===== src/rtl/pipe_hazard_ctrl_if.sv =====
// Bundle between the pipeline datapath and the hazard controller: register
// addresses and hazard qualifiers in, stage enables/clears and forwarding selects out.
interface pipe_hazard_ctrl_if #(
    parameter int RW = 5,
    parameter int CW = 16
);
    logic [RW-1:0] i_rsD, i_rtD, i_rsE, i_rtE;
    logic [RW-1:0] i_writeregE, i_writeregM, i_writeregW;
    logic          i_regwriteE, i_regwriteM, i_regwriteW;
    logic          i_memtoregE, i_memtoregM;
    logic          i_branchD;
    logic          i_mdstartE;
    logic          i_memreqM;
    logic          i_ready;

    logic          o_StallF, o_StallD, o_StallE, o_StallM;
    logic          o_FlushE, o_FlushM, o_FlushW;
    logic          o_ForwardAD, o_ForwardBD;
    logic [1:0]    o_ForwardAE, o_ForwardBE;
    logic          o_mdbusy;
    logic [CW-1:0] o_stallcnt;

    modport master (
        output i_rsD, i_rtD, i_rsE, i_rtE,
        output i_writeregE, i_writeregM, i_writeregW,
        output i_regwriteE, i_regwriteM, i_regwriteW,
        output i_memtoregE, i_memtoregM, i_branchD,
        output i_mdstartE, i_memreqM, i_ready,
        input  o_StallF, o_StallD, o_StallE, o_StallM,
        input  o_FlushE, o_FlushM, o_FlushW,
        input  o_ForwardAD, o_ForwardBD, o_ForwardAE, o_ForwardBE,
        input  o_mdbusy, o_stallcnt
    );

    modport slave (
        input  i_rsD, i_rtD, i_rsE, i_rtE,
        input  i_writeregE, i_writeregM, i_writeregW,
        input  i_regwriteE, i_regwriteM, i_regwriteW,
        input  i_memtoregE, i_memtoregM, i_branchD,
        input  i_mdstartE, i_memreqM, i_ready,
        output o_StallF, o_StallD, o_StallE, o_StallM,
        output o_FlushE, o_FlushM, o_FlushW,
        output o_ForwardAD, o_ForwardBD, o_ForwardAE, o_ForwardBE,
        output o_mdbusy, o_stallcnt
    );
endinterface


===== src/rtl/pipe_hazard_ctrl.sv =====
// Hazard, forwarding and stall controller for the 5-stage F/D/E/M/W pipeline,
// with memory-ready freeze, multi-cycle execute tracking and a saturating stall counter.
module pipe_hazard_ctrl #(
    parameter int RW     = 5,
    parameter int MD_LAT = 4,
    parameter int CW     = 16
) (
    input  logic              i_clk,
    input  logic              i_rst_n,
    pipe_hazard_ctrl_if.slave bus
);
    typedef enum logic {RUN, MDWAIT} state_t;

    localparam bit         MD_MULTI = (MD_LAT > 1);
    localparam logic [3:0] CNT_INIT = MD_MULTI ? 4'(MD_LAT - 2) : 4'd0;

    state_t        r_state;
    logic [3:0]    r_cnt;
    logic [CW-1:0] r_stallcnt;

    logic       w_lwstall, w_brstall, w_memstall, w_mdstall;
    logic       w_srcHitE, w_srcHitM;
    logic       w_stallF, w_stallD, w_stallE, w_stallM;
    logic       w_flushE, w_flushM, w_flushW;
    logic [1:0] w_fwdAE, w_fwdBE;
    logic       w_fwdAD, w_fwdBD;

    // Register 0 is hardwired to zero, so it never creates a dependency.
    function automatic logic regMatch(input logic [RW-1:0] a, input logic [RW-1:0] b);
        return (a != '0) && (a == b);
    endfunction

    function automatic logic [1:0] fwdSelE(input logic [RW-1:0] src);
        if (bus.i_regwriteM && regMatch(bus.i_writeregM, src))
            return 2'b10;
        else if (bus.i_regwriteW && regMatch(bus.i_writeregW, src))
            return 2'b01;
        else
            return 2'b00;
    endfunction

    always_comb begin
        w_fwdAE = fwdSelE(bus.i_rsE);
        w_fwdBE = fwdSelE(bus.i_rtE);
        w_fwdAD = bus.i_regwriteM && regMatch(bus.i_writeregM, bus.i_rsD);
        w_fwdBD = bus.i_regwriteM && regMatch(bus.i_writeregM, bus.i_rtD);
    end

    always_comb begin
        w_srcHitE  = regMatch(bus.i_writeregE, bus.i_rsD) || regMatch(bus.i_writeregE, bus.i_rtD);
        w_srcHitM  = regMatch(bus.i_writeregM, bus.i_rsD) || regMatch(bus.i_writeregM, bus.i_rtD);
        w_lwstall  = bus.i_memtoregE && w_srcHitE;
        w_brstall  = bus.i_branchD &&
                     ((bus.i_regwriteE && w_srcHitE) || (bus.i_memtoregM && w_srcHitM));
        w_memstall = bus.i_memreqM && !bus.i_ready;
    end

    // A new op only raises mdstall in RUN; in MDWAIT it stays high until the countdown empties.
    always_comb begin
        w_mdstall = 1'b0;
        case (r_state)
            RUN:     w_mdstall = bus.i_mdstartE && MD_MULTI;
            MDWAIT:  w_mdstall = (r_cnt != 4'd0);
            default: w_mdstall = 1'b0;
        endcase
    end

    always_comb begin
        w_stallF = 1'b0;
        w_stallD = 1'b0;
        w_stallE = 1'b0;
        w_stallM = 1'b0;
        w_flushE = 1'b0;
        w_flushM = 1'b0;
        w_flushW = 1'b0;
        if (w_memstall) begin
            w_stallF = 1'b1;
            w_stallD = 1'b1;
            w_stallE = 1'b1;
            w_stallM = 1'b1;
            w_flushW = 1'b1;
        end else if (w_mdstall) begin
            w_stallF = 1'b1;
            w_stallD = 1'b1;
            w_stallE = 1'b1;
            w_flushM = 1'b1;
        end else if (w_lwstall || w_brstall) begin
            w_stallF = 1'b1;
            w_stallD = 1'b1;
            w_flushE = 1'b1;
        end
    end

    // The mul/div unit keeps counting through a memory freeze; only the exit to RUN waits for it.
    always_ff @(posedge i_clk or negedge i_rst_n) begin
        if (!i_rst_n) begin
            r_state <= RUN;
            r_cnt   <= 4'd0;
        end else begin
            case (r_state)
                RUN: begin
                    if (bus.i_mdstartE && MD_MULTI) begin
                        r_state <= MDWAIT;
                        r_cnt   <= CNT_INIT;
                    end
                end
                MDWAIT: begin
                    if (r_cnt != 4'd0)
                        r_cnt <= r_cnt - 4'd1;
                    else if (!w_memstall)
                        r_state <= RUN;
                end
                default: begin
                    r_state <= RUN;
                    r_cnt   <= 4'd0;
                end
            endcase
        end
    end

    always_ff @(posedge i_clk or negedge i_rst_n) begin
        if (!i_rst_n)
            r_stallcnt <= '0;
        else if (w_stallF && (r_stallcnt != '1))
            r_stallcnt <= r_stallcnt + CW'(1);
    end

    assign bus.o_StallF    = w_stallF;
    assign bus.o_StallD    = w_stallD;
    assign bus.o_StallE    = w_stallE;
    assign bus.o_StallM    = w_stallM;
    assign bus.o_FlushE    = w_flushE;
    assign bus.o_FlushM    = w_flushM;
    assign bus.o_FlushW    = w_flushW;
    assign bus.o_ForwardAE = w_fwdAE;
    assign bus.o_ForwardBE = w_fwdBE;
    assign bus.o_ForwardAD = w_fwdAD;
    assign bus.o_ForwardBD = w_fwdBD;
    assign bus.o_mdbusy    = (r_state == MDWAIT);
    assign bus.o_stallcnt  = r_stallcnt;
endmodule


===== src/flat_wrapper.sv =====
// flat-port wrapper written by rule: the top's interface ports become plain ports
module pipe_hazard_ctrl_flat 
#(
    parameter int RW     = 5,
    parameter int MD_LAT = 4,
    parameter int CW     = 16
)
  (i_clk, i_rst_n, bus_i_rsD, bus_i_rtD, bus_i_rsE, bus_i_rtE, bus_i_writeregE, bus_i_writeregM, bus_i_writeregW, bus_i_regwriteE, bus_i_regwriteM, bus_i_regwriteW, bus_i_memtoregE, bus_i_memtoregM, bus_i_branchD, bus_i_mdstartE, bus_i_memreqM, bus_i_ready, bus_o_StallF, bus_o_StallD, bus_o_StallE, bus_o_StallM, bus_o_FlushE, bus_o_FlushM, bus_o_FlushW, bus_o_ForwardAD, bus_o_ForwardBD, bus_o_ForwardAE, bus_o_ForwardBE, bus_o_mdbusy, bus_o_stallcnt);
  pipe_hazard_ctrl_if #(.RW(RW), .CW(CW)) bus_i ();
  input  logic i_clk;
  input  logic i_rst_n;
  input wire logic [$bits(bus_i.i_rsD)-1:0] bus_i_rsD;
  input wire logic [$bits(bus_i.i_rtD)-1:0] bus_i_rtD;
  input wire logic [$bits(bus_i.i_rsE)-1:0] bus_i_rsE;
  input wire logic [$bits(bus_i.i_rtE)-1:0] bus_i_rtE;
  input wire logic [$bits(bus_i.i_writeregE)-1:0] bus_i_writeregE;
  input wire logic [$bits(bus_i.i_writeregM)-1:0] bus_i_writeregM;
  input wire logic [$bits(bus_i.i_writeregW)-1:0] bus_i_writeregW;
  input wire logic [$bits(bus_i.i_regwriteE)-1:0] bus_i_regwriteE;
  input wire logic [$bits(bus_i.i_regwriteM)-1:0] bus_i_regwriteM;
  input wire logic [$bits(bus_i.i_regwriteW)-1:0] bus_i_regwriteW;
  input wire logic [$bits(bus_i.i_memtoregE)-1:0] bus_i_memtoregE;
  input wire logic [$bits(bus_i.i_memtoregM)-1:0] bus_i_memtoregM;
  input wire logic [$bits(bus_i.i_branchD)-1:0] bus_i_branchD;
  input wire logic [$bits(bus_i.i_mdstartE)-1:0] bus_i_mdstartE;
  input wire logic [$bits(bus_i.i_memreqM)-1:0] bus_i_memreqM;
  input wire logic [$bits(bus_i.i_ready)-1:0] bus_i_ready;
  output wire logic [$bits(bus_i.o_StallF)-1:0] bus_o_StallF;
  output wire logic [$bits(bus_i.o_StallD)-1:0] bus_o_StallD;
  output wire logic [$bits(bus_i.o_StallE)-1:0] bus_o_StallE;
  output wire logic [$bits(bus_i.o_StallM)-1:0] bus_o_StallM;
  output wire logic [$bits(bus_i.o_FlushE)-1:0] bus_o_FlushE;
  output wire logic [$bits(bus_i.o_FlushM)-1:0] bus_o_FlushM;
  output wire logic [$bits(bus_i.o_FlushW)-1:0] bus_o_FlushW;
  output wire logic [$bits(bus_i.o_ForwardAD)-1:0] bus_o_ForwardAD;
  output wire logic [$bits(bus_i.o_ForwardBD)-1:0] bus_o_ForwardBD;
  output wire logic [$bits(bus_i.o_ForwardAE)-1:0] bus_o_ForwardAE;
  output wire logic [$bits(bus_i.o_ForwardBE)-1:0] bus_o_ForwardBE;
  output wire logic [$bits(bus_i.o_mdbusy)-1:0] bus_o_mdbusy;
  output wire logic [$bits(bus_i.o_stallcnt)-1:0] bus_o_stallcnt;
  assign bus_i.i_rsD = bus_i_rsD;
  assign bus_i.i_rtD = bus_i_rtD;
  assign bus_i.i_rsE = bus_i_rsE;
  assign bus_i.i_rtE = bus_i_rtE;
  assign bus_i.i_writeregE = bus_i_writeregE;
  assign bus_i.i_writeregM = bus_i_writeregM;
  assign bus_i.i_writeregW = bus_i_writeregW;
  assign bus_i.i_regwriteE = bus_i_regwriteE;
  assign bus_i.i_regwriteM = bus_i_regwriteM;
  assign bus_i.i_regwriteW = bus_i_regwriteW;
  assign bus_i.i_memtoregE = bus_i_memtoregE;
  assign bus_i.i_memtoregM = bus_i_memtoregM;
  assign bus_i.i_branchD = bus_i_branchD;
  assign bus_i.i_mdstartE = bus_i_mdstartE;
  assign bus_i.i_memreqM = bus_i_memreqM;
  assign bus_i.i_ready = bus_i_ready;
  assign bus_o_StallF = bus_i.o_StallF;
  assign bus_o_StallD = bus_i.o_StallD;
  assign bus_o_StallE = bus_i.o_StallE;
  assign bus_o_StallM = bus_i.o_StallM;
  assign bus_o_FlushE = bus_i.o_FlushE;
  assign bus_o_FlushM = bus_i.o_FlushM;
  assign bus_o_FlushW = bus_i.o_FlushW;
  assign bus_o_ForwardAD = bus_i.o_ForwardAD;
  assign bus_o_ForwardBD = bus_i.o_ForwardBD;
  assign bus_o_ForwardAE = bus_i.o_ForwardAE;
  assign bus_o_ForwardBE = bus_i.o_ForwardBE;
  assign bus_o_mdbusy = bus_i.o_mdbusy;
  assign bus_o_stallcnt = bus_i.o_stallcnt;
  pipe_hazard_ctrl #(.RW(RW), .MD_LAT(MD_LAT), .CW(CW)) u_core (.i_clk(i_clk), .i_rst_n(i_rst_n), .bus(bus_i));
endmodule

===== config.mk =====
export PLATFORM = sky130hd
export DESIGN_NAME = pipe_hazard_ctrl_flat
export DESIGN_NICKNAME = d
export VERILOG_FILES = /design/src/rtl/pipe_hazard_ctrl_if.sv /design/src/rtl/pipe_hazard_ctrl.sv /design/src/flat_wrapper.sv
export SDC_FILE = /design/constraint.sdc
export NUM_CORES = 1
export LEC_CHECK = 0
export ABC_AREA = 1
export CAP_MARGIN = 10
export CORE_AREA = 2 2 85 87
export DETAILED_ROUTE_END_ITERATION = 16
export DIE_AREA = 0 0 87 89
export SYNTH_ARGS = -nofsm -noshare
export SYNTH_HDL_FRONTEND = slang
export SYNTH_SLANG_ARGS = --single-unit

===== constraint.sdc =====
create_clock -name i_clk -period 2.6 [get_ports i_clk]
set_input_delay 0.78 -clock i_clk [delete_from_list [all_inputs] [get_ports i_clk]]
set_output_delay 0.78 -clock i_clk [all_outputs]
set_load 0.005 [all_outputs]

# Word-level counts from Yosys, hierarchy flattened
# Index checks and enable logic that the tools add are counted.
# Widths: inputs -> output; s select.
# word_totals
output_inout_bits	30
register_bits	21
# classes
reduce_logical	30
muxes	20
n_bitwise	1
eq_ne	11
add_sub_neg	2
# ops
operator	count
$eq 5x5->1	8
$logic_and 1x1->1	20
$add 16x1->16 const B	1
$ne 16x16->1 const B	1
$reduce_bool 5->1	3
$mux 1	13
$mux 4	2
$pmux 4 s2	1
$logic_or 1x1->1	4
$mux 2	2
$ne 2x2->1 const B	2
$pmux 1 s2	2
$reduce_bool 4->1	1
$sub 4x1->4 const B	1
$reduce_and 2->1	1
$logic_not 1->1	1
$not 1->1	1

# Longest topological paths before layout
# Gate-level depths: netlist of run 1.
# depth
word_depth	11
depth_mapped	14
mapped_depth_nobuf	12

# Worst setup path after synthesis of run 1
# No wires, ideal clock.
# synth_timing
path_type	input to output
from	in bus_i_writeregM[3]
to	out bus_o_StallF
arrival_ns	1.810
path_slack_ns	0.010
required_ns	1.820
path_stages	11
path_cell_list	buf_4 -> nor2_4 -> nand3_2 -> nand2_1 -> inv_1 -> nand3_2 -> nand2_1 -> nand2_2 -> nand3_4 -> buf_4 -> buf_4
# synth_via
elab_chain_len	10
word_cells_on_any_way	13
cone_classes	eq/ne (2); mux (3); reduce/logical (8)
# synth_rtl
element	line_no	rtl
start, declared	flat_wrapper.sv:17	input wire logic [$bits(bus_i.i_writeregM)-1:0] bus_i_writeregM;
$eq 5x5->1 / $reduce_bool 5->1 (equally long branches)	pipe_hazard_ctrl.sv:30	return (a != '0) && (a == b);
$logic_and 1x1->1	pipe_hazard_ctrl.sv:30	
$logic_or 1x1->1 (*)	pipe_hazard_ctrl.sv:51	w_srcHitM = regMatch(bus.i_writeregM, bus.i_rsD) || regMatch(bus.i_writeregM, bus.i_rtD);
$logic_and 1x1->1 (*)	pipe_hazard_ctrl.sv:54	((bus.i_regwriteE && w_srcHitE) || (bus.i_memtoregM && w_srcHitM));
$logic_or 1x1->1 (*)	pipe_hazard_ctrl.sv:54	
$logic_and 1x1->1 (*)	pipe_hazard_ctrl.sv:53	w_brstall = bus.i_branchD &&
$logic_or 1x1->1 (*)	pipe_hazard_ctrl.sv:87	end else if (w_lwstall || w_brstall) begin
$mux 1 (*) (3 in a row)	n/a	
end, declared	flat_wrapper.sv:28	output wire logic [$bits(bus_i.o_StallF)-1:0] bus_o_StallF;
# Mark *: on every way between the ends. The rest lies on a longest branch, timed or not.

# Final worst setup path of run 1
# layout_timing
from	in bus_i_writeregM[2]
to	out bus_o_ForwardBE[0]
# layout_via
elab_chain_len	4
word_cells_on_any_way	5
cone_classes	eq/ne (1); mux (1); reduce/logical (3)
# layout_rtl
element	line_no	rtl
$eq 5x5->1 / $reduce_bool 5->1 (equally long branches)	pipe_hazard_ctrl.sv:30	
$logic_and 1x1->1 (*)	pipe_hazard_ctrl.sv:30	
$logic_and 1x1->1 (*)	pipe_hazard_ctrl.sv:34	if (bus.i_regwriteM && regMatch(bus.i_writeregM, src))
$mux 2 (*)	pipe_hazard_ctrl.sv:34	
end, declared	flat_wrapper.sv:38	output wire logic [$bits(bus_i.o_ForwardBE)-1:0] bus_o_ForwardBE;
# Marked as above.

==> results of run 1 <==
==> metal layers <==
metal / share of wire, % / GRT usage, % / vias to the layer above
li1: - / - / 1152
met1: 49 / 21.8 / 983
met2: 48 / 25.1 / 37
met3: 2.7 / 2.31 / 4
met4: 0.50 / 1.70 / 0
met5: 0 / 0 / -
==> layout make-up <==
| class | instances | area share [%] |
|---|---|---|
| clock buffers | 4 | 1.45 |
| well taps | 80 | 3.21 |
| multi-input cells | 229 | 44.6 |
| flip-flops and latches | 21 | 16.9 |
| inverters | 42 | 5.06 |
| repair buffers | 110 | 28.8 |
==> metrics by stage <==
stage | setup TNS [ps] | cells | util (%) | hold slack (ps) | instance area, µm²
5_1_grt | -104 | 486 | 46.4 | 575 | 3120
4_1_cts | -308 | 487 | 45.8 | 527 | 3080
3_5_place_dp | -10540 | 473 | 44.2 | 515 | 2970
2_1_floorplan | 0 | 299 | - | 481 | 1980
6_report | 0 | 486 | 46.4 | 523 | 3120
3_3_place_gp | -10120 | 473 | 44.2 | 515 | 2970
==> final timing paths <==
kind                                             start                                     to  slack, ps  depth (start not counted)
setup / recovery                    bus_i_writeregM[2]                     bus_o_ForwardBE[0]         10                          7
hold / removal             u_core.r_cnt[3]$_DFFE_PN0P_            u_core.r_cnt[3]$_DFFE_PN0P_        520                          1
setup reg to reg           u_core.r_cnt[1]$_DFFE_PN0P_  u_core.bus.o_stallcnt[15]$_DFFE_PN0P_        770                         11
hold reg to reg            u_core.r_cnt[3]$_DFFE_PN0P_            u_core.r_cnt[3]$_DFFE_PN0P_        520                          1
max in group asynchronous                      i_rst_n            u_core.r_cnt[2]$_DFFE_PN0P_       1520                          2
min in group asynchronous                      i_rst_n  u_core.bus.o_stallcnt[12]$_DFFE_PN0P_        850                          2
==> repair_timing <==
item                                    CTS  global route
setup buffers                            10             1
resized for setup                       144            86
endpoints found under the setup margin   13            11
hold buffers                              0             0
pin swaps                                23            34
==> sequential cells by signal, summed over array words and instances, names as in the netlist <==
signal	flops
u_core.r_cnt	4
u_core.bus.o_stallcnt	16
u_core.bus.o_mdbusy	1
==> power groups by stage <==
| stage | Clock [mW] | Sequential, mW | Combinational [mW] |
|---|---|---|---|
| 5_1_grt | 0.244 | 0.529 | 1.04 |
| 4_1_cts | 0.236 | 0.513 | 0.919 |
| 3_3_place_gp | 0 | 0.516 | 0.892 |
| 3_5_place_dp | 0 | 0.519 | 0.908 |
| 2_1_floorplan | 0 | 0.510 | 0.485 |
| 6_report | 0.223 | 0.512 | 0.932 |
==> cell usage in the layout, fill, tap and decap left out, drive strengths merged <==
cell type      Yosys  routed
nand2            104     104
ha                 3       3
buf                7      53
dlymetal6s2s       0       4
o211ai             2       2
clkdlybuf4s50      0      21
xnor2             15      15
dfrtp             21      21
nor3b              1       1
inv               42      42
nor3               6       6
nand3             29      29
clkdlybuf4s15      0       4
o21ai              3       3
nor4               4       4
o2111ai            2       2
or2                1       1
xor2              19      19
clkbuf             0      27
a21oi              6       6
dlygate4sd2        0       5
o22ai              4       4
nand4              2       2
a211oi             1       1
nor2              27      27
==> critical path: stages <==
cell                     delay, ps
sky130_fd_sc_hd__buf_12        110
sky130_fd_sc_hd__buf_6         110
sky130_fd_sc_hd__xor2_2        130
sky130_fd_sc_hd__nor4_2        320
sky130_fd_sc_hd__buf_4         180
sky130_fd_sc_hd__nor3_2         40
sky130_fd_sc_hd__buf_2         140
==> cell families after synthesis <==
group	Yosys count
compound gates	18
xor+xnor	34
fa+ha+maj	3
buf+inv	49
flops	21
simple gates	174
==> tab_implementation.tex, run 1 <==
\begin{tabular}{lr}
\hline
Metric & Value \\
\hline
\multicolumn{2}{l}{\textbf{Routing}} \\
\quad Number of detailed-route iterations in the first pass & 4 \\
\quad Final routed wire length divided by cell count & roughly 12 µm \\
\quad Starting DRT DRC Count & 85 \\
\quad Number of vias after detailed routing & approximately 2,200 \\
\quad Number of nets still failing antenna checks after routing & 0 \\
\quad Post-route DRC violation count & 0 \\
\quad Final wirelength & around 5800 µm \\
\quad Vias per inst & between 4 and 5 \\
\multicolumn{2}{l}{\textbf{Logic synthesis}} \\
\quad Multiplexer fraction of the synthesized cell area & 0\% \\
\quad Compound-cell area share of the yosys netlist & under 10\% \\
\quad Netlist area before placement & $\sim$0.0020 mm² \\
\quad Number of flops mapped to enable cells by yosys & 0 \\
\quad Top-area cell type share of the netlist area & 26.5\% \\
\quad Count of state elements after synthesis & 21 \\
\quad Library cell occupying the most area in the post-synthesis netlist & sky130\_fd\_sc\_hd\_\_dfrtp\_1 \\
\quad Adder and majority cell fraction of the synthesized area & roughly 1.9\% \\
\quad Basic-gate share of the synthesized area counting and, or, nand and nor cells & approximately two fifths \\
\quad Area share of xor/xnor cells in the synthesized design & between 10\% and 20\% \\
\quad Cell types with the highest counts after synthesis & 102 x sky130\_fd\_sc\_hd\_\_nand2\_1, 40 x sky130\_fd\_sc\_hd\_\_inv\_1, 25 x sky130\_fd\_sc\_hd\_\_nand3\_1 \\
\quad Most frequent cell after synthesis & sky130\_fd\_sc\_hd\_\_nand2\_1 \\
\quad Syn Area/Cell & about 6.6 µm² \\
\quad Async S/R FF share, synth & 100\% \\
\quad Post-Syn Nets & roughly 350 \\
\quad Combinational family with the most area after synthesis & simple AND/OR/NAND/NOR gates \\
\quad Cells taking the most area after synthesis & sky130\_fd\_sc\_hd\_\_dfrtp\_1 27\%, sky130\_fd\_sc\_hd\_\_nand2\_1 19\%, sky130\_fd\_sc\_hd\_\_xor2\_1 8.4\%, sky130\_fd\_sc\_hd\_\_inv\_1 7.6\%, sky130\_fd\_sc\_hd\_\_xnor2\_1 6.6\% \\
\quad Number of synthesis warnings & 0 \\
\quad Yosys cell types & 31 \\
\quad Main flop type after synthesis & sky130\_fd\_sc\_hd\_\_dfrtp\_1 \\
\quad Sequential element share of the synthesized area & 26.5\% \\
\quad Cells after synthesis & roughly 300 \\
\multicolumn{2}{l}{\textbf{Clocking}} \\
\quad Htree depth & 1 \\
\quad Clock tree from TritonCTS & yes \\
\quad TritonCTS Sinks & 21 \\
\quad Library cell used as clock root buffer & sky130\_fd\_sc\_hd\_\_clkbuf\_8 \\
\quad Source-to-sink clock delay at the later pin of the worst-skew pair & between 200 and 300 ps \\
\quad Number of CTS-inserted buffers & 3 \\
\quad Clock-pin transition on the worst setup and hold timing paths & roughly 80 ps \\
\quad Maximum clock insertion buffer count & 2 \\
\multicolumn{2}{l}{\textbf{Power and ir drop}} \\
\quad Static power due to leakage & $\sim$1.6 nW \\
\quad Part of the total power dissipated in sequential elements & 30.7\% \\
\quad Switching power & roughly 0.67 mW \\
\quad Cell Pwr Density & around 540 mW/mm² \\
\quad Cell-internal power & 1.00 mW \\
\quad Sw Share & 40.0\% \\
\quad Post-layout power & about 1.7 mW \\
\quad Max rail drop VDD & approximately 0.43 mV \\
\quad Combinational share of power & between 50\% and 60\% \\
\quad Clock network fraction of total power & 13.4\% \\
\multicolumn{2}{l}{\textbf{Min path}} \\
\quad Worst min-delay path class & flip-flop to flip-flop \\
\multicolumn{2}{l}{\textbf{Cells and area}} \\
\quad Area taken by multi-input logic gates & 0.00139 mm² \\
\quad Final antenna diode count & 0 \\
\quad Number of inserted filler cells in the final layout & between 700 and 800 \\
\quad Area taken by flip-flops and latches & 526 µm² \\
\quad Layout Nets & 456 \\
\quad Share of final-layout standard cells stronger than drive strength 1 & 33.3\% \\
\quad Layout overhead on the synthesized area & 57.5\% \\
\multicolumn{2}{l}{\textbf{Flow run}} \\
\quad Maximum capacitance violations & 0 \\
\multicolumn{2}{l}{\textbf{STA}} \\
\quad Final setup violating endpoints & 0 \\
\quad Fin worst setup slack & roughly 12 ps \\
\quad Max Slew Vio Count & 0 \\
\quad Slew margin rel. & between 70\% and 80\% \\
\quad Final Hold Fails & 0 \\
\quad Highest attainable clock frequency & around 390 MHz \\
\quad Worst clock skew on the final layout & about 1.7 ps \\
\quad Shortest period the worst path allows & between 2000 and 3000 ps \\
\quad Fin crit share & 99.6\% \\
\quad Worst slew pin tran & between 300 and 400 ps \\
\quad Setup repair after global routing missed its margin & yes \\
\multicolumn{2}{l}{\textbf{Floorplanning}} \\
\quad Placeable core region & roughly 0.0067 mm² \\
\quad Y dimension of the die & 89 µm \\
\quad Horizontal die dimension & between 80 and 90 µm \\
\quad Row count & 30 \\
\quad Effective utilization at floorplan & between 20 and 30\% \\
\quad Die area & 0.00774 mm² \\
\quad I/O pin total & 76 \\
\multicolumn{2}{l}{\textbf{GRT}} \\
\quad Antenna violations before repair & 0 \\
\quad Overall Global Routing Usage & 15.2\% \\
\quad Global-route wire length before repair & 9500 µm \\
\quad Gr ovfl total & 0 \\
\quad Via count of the first global-routing pass & 2,005 \\
\quad Pin count of the biggest net entering global routing & 22 \\
\multicolumn{2}{l}{\textbf{Placement}} \\
\quad Gpl congestion & approximately 0.8 \\
\quad Detailed-placement wirelength estimate & 4630 µm \\
\quad Worst setup timing slack at the placement stage & -866 ps \\
\quad Number of port buffers & 75 \\
\multicolumn{2}{l}{\textbf{Status}} \\
\quad Status & finished, final reports clean \\
\multicolumn{2}{l}{\textbf{Critical path}} \\
\quad Setup Crit Path Kind & input port to output port \\
\quad Req. time, crit path & 1820 ps \\
\quad Startpoint Class & input port \\
\quad Maximum fanout count along the critical path & 4 \\
\quad Worst setup EP type & output port \\
\quad Arrival @ worst endpoint & roughly 1800 ps \\
\hline
\end{tabular}
Note: power is estimated with default switching activity, not from simulation.
==> inputs of run 2 (changes only) <==
==> constraint.sdc (replaced) <==
create_clock -name i_clk -period 2.5 [get_ports i_clk]
set_input_delay 0.75 -clock i_clk [delete_from_list [all_inputs] [get_ports i_clk]]
set_output_delay 0.75 -clock i_clk [all_outputs]
set_load 0.1 [all_outputs]
==> run 2 against run 1 <==
Compared with the run above: critical endpoint is now bus_o_FlushE; routed wire length grew 4.9%; worst setup slack worse by 140 ps; critical path type unchanged; the run now ends with negative setup slack left; register-to-register slack lost 190 ps; via count grew 3.4%; highest routed layer unchanged.
==> tab_implementation.tex, run 2 (synthesized netlist as in run 1, its figures left out) <==
\begin{tabular}{lr}
\hline
Metric & Value \\
\hline
\multicolumn{2}{l}{\textbf{Floorplanning}} \\
\quad Die area & 0.00774 mm² (unchanged) \\
\quad Row count & 30 (unchanged) \\
\quad Effective utilization at floorplan & 29.5\% (unchanged) \\
\quad Horizontal die dimension & 87 µm (unchanged) \\
\quad Placeable core region & 0.00672 mm² (unchanged) \\
\quad Y dimension of the die & 89 µm (unchanged) \\
\quad I/O pin total & 76 (unchanged) \\
\multicolumn{2}{l}{\textbf{Critical path}} \\
\quad Worst setup EP type & output port (unchanged) \\
\quad Critical path cell sequence & clkdlybuf4s50\_1, o22ai\_2, inv\_1, nand2\_2, a21oi\_4, buf\_12 (was buf\_12, buf\_6, xor2\_2, nor4\_2, buf\_4, nor3\_2, buf\_2) \\
\quad Crit path capture & bus\_o\_FlushE (was bus\_o\_ForwardBE[0]) \\
\quad Arrival @ worst endpoint & 1870 ps (was 1810 ps) \\
\quad Crit-path max cell delay & 490 ps (was 320 ps) \\
\quad Critical Path Source & bus\_i\_memtoregE (was bus\_i\_writeregM[2]) \\
\quad Stages on the worst setup path & 6 (was 7) \\
\quad Worst path buffer plus inverter count & 3 (was 4) \\
\quad Req. time, crit path & 1750 ps (was 1820 ps) \\
\quad Worst-path cell with the longest stage delay & sky130\_fd\_sc\_hd\_\_clkdlybuf4s50\_1 (was sky130\_fd\_sc\_hd\_\_nor4\_2) \\
\quad Startpoint Class & input port (unchanged) \\
\quad Maximum fanout count along the critical path & 2 (was 4) \\
\quad Worst Reg2Reg Path Length in Cells & 7 (was 11) \\
\quad Cell class contributing the biggest share of worst-path delay & buffers and inverters (unchanged) \\
\quad Setup Crit Path Kind & input port to output port (unchanged) \\
\quad Register-to-register setup slack & 580 ps (was 770 ps) \\
\quad Start of the worst register-to-register path & u\_core.bus.o\_stallcnt[0]\$\_DFFE\_PN0P\_ (was u\_core.r\_cnt[1]\$\_DFFE\_PN0P\_) \\
\quad Worst R2R End & u\_core.bus.o\_stallcnt[15]\$\_DFFE\_PN0P\_ (unchanged) \\
\multicolumn{2}{l}{\textbf{STA}} \\
\quad Fin crit share & 105\% \\
\quad Setup\_tns & -751 ps (was 0 ps) \\
\quad Worst slew pin tran & 403 ps (was 326 ps) \\
\quad Fin worst setup slack & -125 ps (was 11.7 ps) \\
\quad Setup repair after global routing missed its margin & yes (unchanged) \\
\quad Shortest period the worst path allows & 2620 ps \\
\quad Max Slew Vio Count & 0 (unchanged) \\
\quad Final Hold Fails & 0 (unchanged) \\
\quad Slew margin rel. & 73.1\% (was 78.0\%) \\
\quad Highest attainable clock frequency & 381 MHz \\
\quad Worst clock skew on the final layout & 7.04 ps (was 1.69 ps) \\
\quad Final setup violating endpoints & 8 (was 0) \\
\multicolumn{2}{l}{\textbf{GRT}} \\
\quad Met2 track demand over resource & 27.3\% (was 25.1\%) \\
\quad Global routing met3 resource utilization & 2.03\% (was 2.31\%) \\
\quad Gr ovfl total & 0 (unchanged) \\
\quad Overall Global Routing Usage & 15.6\% (was 15.2\%) \\
\quad Met1 GRT Util & 20.5\% (was 21.8\%) \\
\quad Pin count of the biggest net entering global routing & 22 (unchanged) \\
\quad Via count of the first global-routing pass & 2,185 (was 2,005) \\
\quad Top Usage Layer GRT & met2 (unchanged) \\
\quad Antenna violations before repair & 0 (unchanged) \\
\quad Global-route wire length before repair & 9780 µm (was 9500 µm) \\
\multicolumn{2}{l}{\textbf{Status}} \\
\quad Status & finished, violations left (was finished, final reports clean) \\
\quad Violations in the final reports & negative setup slack \\
\multicolumn{2}{l}{\textbf{Cells and area}} \\
\quad Share of final-layout standard cells stronger than drive strength 1 & 46.6\% (was 33.3\%) \\
\quad Cell area after layout & 0.00351 mm² (was 0.00312 mm²) \\
\quad Most frequent standard cell in the layout excluding fill and tap cells & sky130\_fd\_sc\_hd\_\_nand2\_1 (unchanged) \\
\quad Layout Nets & 458 (was 456) \\
\quad Number of flip-flops under the largest register name & 16 (unchanged) \\
\quad Highest-count cells in the layout ignoring fill and taps & 87 x sky130\_fd\_sc\_hd\_\_nand2\_1, 46 x sky130\_fd\_sc\_hd\_\_buf\_4, 24 x sky130\_fd\_sc\_hd\_\_inv\_1, 24 x sky130\_fd\_sc\_hd\_\_nand3\_1, 20 x sky130\_fd\_sc\_hd\_\_dfrtp\_1 (was 96 x sky130\_fd\_sc\_hd\_\_nand2\_1, 30 x sky130\_fd\_sc\_hd\_\_buf\_4, 27 x sky130\_fd\_sc\_hd\_\_inv\_1, 25 x sky130\_fd\_sc\_hd\_\_nand3\_1, 23 x sky130\_fd\_sc\_hd\_\_clkbuf\_2) \\
\quad Final antenna diode count & 0 (unchanged) \\
\quad Layout overhead on the synthesized area & 77.5\% (was 57.5\%) \\
\quad Fraction of the core area covered by cells at the end of the flow & 52.3\% (was 46.4\%) \\
\multicolumn{2}{l}{\textbf{Routing}} \\
\quad Number of vias after detailed routing & 2,251 (was 2,176) \\
\quad Number of detailed-route iterations in the first pass & 4 (unchanged) \\
\quad Final wirelength & 6110 µm (was 5830 µm) \\
\quad Post-route DRC violation count & 0 (unchanged) \\
\quad Vias per inst & 4.61 (was 4.48) \\
\quad Number of nets still failing antenna checks after routing & 0 (unchanged) \\
\quad Final routed wire length divided by cell count & 12.5 µm (was 12.0 µm) \\
\quad Starting DRT DRC Count & 83 (was 85) \\
\multicolumn{2}{l}{\textbf{Power and ir drop}} \\
\quad Clock network fraction of total power & 8.8\% (was 13.4\%) \\
\quad Sw Share & 54.4\% (was 40.0\%) \\
\quad Switching power & 1.42 mW (was 0.667 mW) \\
\quad Combinational share of power & 70.5\% (was 55.9\%) \\
\quad Part of the total power dissipated in sequential elements & 20.6\% (was 30.7\%) \\
\quad Static power due to leakage & 1.74 nW (was 1.64 nW) \\
\quad Max rail drop VDD & 0.389 mV (was 0.431 mV) \\
\quad Cell Pwr Density & 744 mW/mm² (was 535 mW/mm²) \\
\quad Cell-internal power & 1.19 mW (was 1.00 mW) \\
\multicolumn{2}{l}{\textbf{Clocking}} \\
\quad Source-to-sink clock delay at the later pin of the worst-skew pair & 270 ps (was 260 ps) \\
\quad Maximum clock insertion buffer count & 2 (unchanged) \\
\quad Number of CTS-inserted buffers & 3 (unchanged) \\
\quad Clock-pin transition on the worst setup and hold timing paths & 70 ps (was 80 ps) \\
\quad TritonCTS Sinks & 21 (unchanged) \\
\quad Clock tree from TritonCTS & yes (unchanged) \\
\quad Number of hold buffers added after CTS & 0 (unchanged) \\
\quad Htree depth & 1 (unchanged) \\
\quad Library cell used as clock root buffer & sky130\_fd\_sc\_hd\_\_clkbuf\_8 (unchanged) \\
\multicolumn{2}{l}{\textbf{Min path}} \\
\quad Worst min-delay path class & flip-flop to flip-flop (unchanged) \\
\multicolumn{2}{l}{\textbf{Placement}} \\
\quad Worst setup timing slack at the placement stage & -627 ps (was -866 ps) \\
\quad Gpl congestion & 0.816 (was 0.819) \\
\quad Detailed-placement wirelength estimate & 4650 µm (was 4630 µm) \\
\quad Cell Area, Placed & 0.00319 mm² (was 0.00297 mm²) \\
\quad Number of port buffers & 75 (unchanged) \\
\multicolumn{2}{l}{\textbf{Flow run}} \\
\quad Maximum capacitance violations & 0 (unchanged) \\
\hline
\end{tabular}
==> run 2: changes by cell type in the layout (fill, tap and decap cells not counted), moves of 9 or more <==
| cell | previous run | this run |
|---|---|---|
| sky130_fd_sc_hd__clkbuf_2 | 23 | 14 |
| sky130_fd_sc_hd__buf_6 | 9 | 19 |
| sky130_fd_sc_hd__nand2_1 | 96 | 87 |
| sky130_fd_sc_hd__buf_12 | 2 | 13 |
| sky130_fd_sc_hd__nand2_2 | 4 | 14 |
| sky130_fd_sc_hd__buf_4 | 30 | 46 |
| sky130_fd_sc_hd__clkdlybuf4s50_1 | 21 | 3 |
==> run 2: metrics by stage <==
step                instances  power [mW]  hold WS [ps]
floorplan                 299        1.78           454
global placement          474        2.22           513
detailed placement        474        2.24           511
CTS                       487        2.59           518
global route              488        2.77           570
finish                    488        2.62           518
==> run 2: what timing repair did <==
| action | in CTS | in global routing |
|---|---|---|
| resized for setup | 161 | 74 |
| setup buffers | 11 | 1 |
| setup endpoints to repair | 28 | 10 |
| pin swaps | 42 | 41 |
==> run 2: power groups by stage <==
stage | Combinational, mW | Clock, mW | Sequential [mW]
after CTS | 1.81 | 0.238 | 0.539
after floorplan | 0.866 | 0 | 0.909
after global routing | 1.96 | 0.246 | 0.558
final | 1.85 | 0.230 | 0.540
after global placement | 1.67 | 0 | 0.546
after detailed placement | 1.69 | 0 | 0.549
==> run 2: per-layer routing <==
layer,part of all wire (%),up-vias
li1,-,1148
met1,45,1041
met2,49,55
met3,4.3,7
met4,1.3,0
met5,0,-
==> run 2: final cells by class <==
type | instances | area (µm²)
clock buffers | 3 | 41.3
clock inverters | 1 | 5.00
fillers | 621 | 3210
inverters | 42 | 176
multi-input cells | 229 | 1590
flip-flops and latches | 21 | 529
well taps | 80 | 100
repair buffers | 112 | 1070
==> run 2: worst min-delay path by stage <==
stage | end | cells past startpoint | start
floorplan | u_core.bus.o_stallcnt[0]$_DFFE_PN0P_ | 0 | i_rst_n
global placement | u_core.r_cnt[3]$_DFFE_PN0P_ | 1 | u_core.r_cnt[3]$_DFFE_PN0P_
detailed placement | u_core.r_cnt[3]$_DFFE_PN0P_ | 1 | u_core.r_cnt[3]$_DFFE_PN0P_
CTS | u_core.r_cnt[3]$_DFFE_PN0P_ | 1 | u_core.r_cnt[3]$_DFFE_PN0P_
global route | u_core.r_cnt[3]$_DFFE_PN0P_ | 1 | u_core.r_cnt[3]$_DFFE_PN0P_
finish | u_core.r_cnt[3]$_DFFE_PN0P_ | 1 | u_core.r_cnt[3]$_DFFE_PN0P_
==> RTL edit: new RTL, config.mk and constraints of run 2 <==
`CW` is set to 16 in 3 places; all go to 8.
--- a/src/rtl/pipe_hazard_ctrl_if.sv
+++ b/src/rtl/pipe_hazard_ctrl_if.sv
@@ -4,3 +4,3 @@
     parameter int RW = 5,
-    parameter int CW = 16
+    parameter int CW = 8
 );
--- a/src/rtl/pipe_hazard_ctrl.sv
+++ b/src/rtl/pipe_hazard_ctrl.sv
@@ -5,3 +5,3 @@
     parameter int MD_LAT = 4,
-    parameter int CW     = 16
+    parameter int CW     = 8
 ) (
--- a/src/flat_wrapper.sv
+++ b/src/flat_wrapper.sv
@@ -5,3 +5,3 @@
     parameter int MD_LAT = 4,
-    parameter int CW     = 16
+    parameter int CW     = 8
 )
Ports: changed (resized bus_o_stallcnt); port bits go from 76 to 68. No check against the original RTL was run, so the function may have changed too.
==> RTL edit against run 2 <==
  * The flow still finishes with violations (setup timing)
  * Total power shrank 5.6%
  * First-iteration DRC count shrank 60%
  * Routed wire length down 24%
  * Worst setup slack improved by 71 ps
  * Sequential cell count is 8 lower
  * Maximum frequency grew 2.8%
  * Synthesized area fell by 23%
  * Via count fell by 19%
  * Cell area decreased by 14%
  * Critical path type unchanged
  * Critical endpoint unchanged
==> RTL edit: results (changes against run 2) <==
Placement
  • IO buf count: 67 (was 75)
  • Gpl congestion: 0.819 (was 0.816)
  • DP Wirelength: 3630 um (was 4650 um)
  • Placed insts: 396 (was 474)
  • Cell Area, Placed: 2680 sq um (was 3190 sq um)

Finish
  • Layout Cells excl Fill: 409 (was 488)
  • Inverters: 38 (was 42)
  • Non-CTS buffers: 100 (was 112)
  • Multi-input gate area: 1390 sq um (was 1590 sq um)
  • Clock buffers and inverters, area share: 1.54% (was 1.32%)
  • Register area: 329 sq um (was 529 sq um)
  • Nets: 379 (was 458)
  • Multi-input gate count: 174 (was 229)
  • Number of flip-flops in the largest register: 8 (was 16)

Logic synthesis
  • Synth cell types: 34 (was 31)
  • Syn Nets: 279 (was 348)
  • Sequential share of the synthesized area: 21.3% (was 26.5%)
  • Share of the synthesized area in the top cell type: 21.3% (was 26.5%)
  • Mapped Area: 1530 sq um (was 1980 sq um)
  • Mapped Avg Cell Area: 6.65 sq um (was 6.62 sq um)

Power
  • Power drawn by the sequential cells: 419 uW (was 540 uW)
  • Psw: 1370 uW (was 1420 uW)
  • Logic pwr share: 75.5% (was 70.5%)
  • Max VDD drop: 374 uV (was 389 uV)
  • Lkg Pwr: 0.00148 uW (was 0.00174 uW)

STA
  • Final setup margin: -53.6 ps (was -125 ps)
  • Clk_skew: 5.13 ps (was 7.04 ps)
  • Final setup fails: 4 (was 8)

Critical path
  • R2R depth: 13 (was 7)
  • CP Max Fanout: 5 (was 2)
  • Max incr delay on CP: 190 ps (was 490 ps)
  • Slowest CP cell: buf_12 (was clkdlybuf4s50_1)
  • CP Data Arrival Time: 1800 ps (was 1870 ps)
  • Critical path origin: bus_i_writeregM[3] (was bus_i_memtoregE)
  • R2R Path Start: u_core.r_cnt[0] (was u_core.bus.o_stallcnt[0])
  • R2r endpoint: u_core.bus.o_stallcnt[6] (was u_core.bus.o_stallcnt[15])

Clock network
  • PostCTS Resize Cnt: 225 (was 161)
  • Clock transition at path regs: 50 ps (was 70 ps)
  • Post-CTS Setup Bufs: 7 (was 11)
  • Clk_lat worst skew: 250 ps (was 270 ps)
  • CTS Sinks: 13 (was 21)

Global route
  • First-pass GRT wire length: 7590 um (was 9780 um)
  • Met2 GRT Util: 21.4% (was 27.3%)
  • Overall Global Routing Usage: 12.1% (was 15.6%)
  • GR Util met1: 16.1% (was 20.5%)
  • Global-route met3 utilization: 1.02% (was 2.03%)
  • Number of global-route vias before repair: 1755 (was 2185)

Drt
  • Met2 Wirelength: 2370 um (was 3010 um)

Run status
  • Outcome: finished with violations (unchanged)
  • Violated checks: setup timing (unchanged)
RTL edit: cell types whose count changed in the layout (fill, tap and decap cells not counted), sizes merged, moves of 4 or more:
cell and change:
clkbuf -12, nand2 -31, dfrtp -8, nand3 -13
xnor2 -5, o21ai +4, inv -4, xor2 -4
nor3 -4
RTL edit: per-stage QoR:
step           util (%)  setup TNS (ps)  power [uW]  setup slack [ps]
2_1_floorplan         -           -3670        1590              -854
4_1_cts            43.2            -252        2430             -76.1
3_3_place_gp       39.9           -6990        2110              -595
5_1_grt            44.8            -539        2620              -111
6_report           44.8            -138        2470             -53.6
3_5_place_dp       39.9           -7510        2130              -622
RTL edit: kinds of logic after synthesis:
logic type                 count (synthesis)  synth area share [%]
adders and majority gates                  3                  2.46
AOI/OAI and AO/OA                         22                  9.66
buffers and inverters                     43                  11.9
xor gates and xnor gates                  25                  14.3
and+or+nand+nor                          124                  40.4
DFF                                       13                  21.3
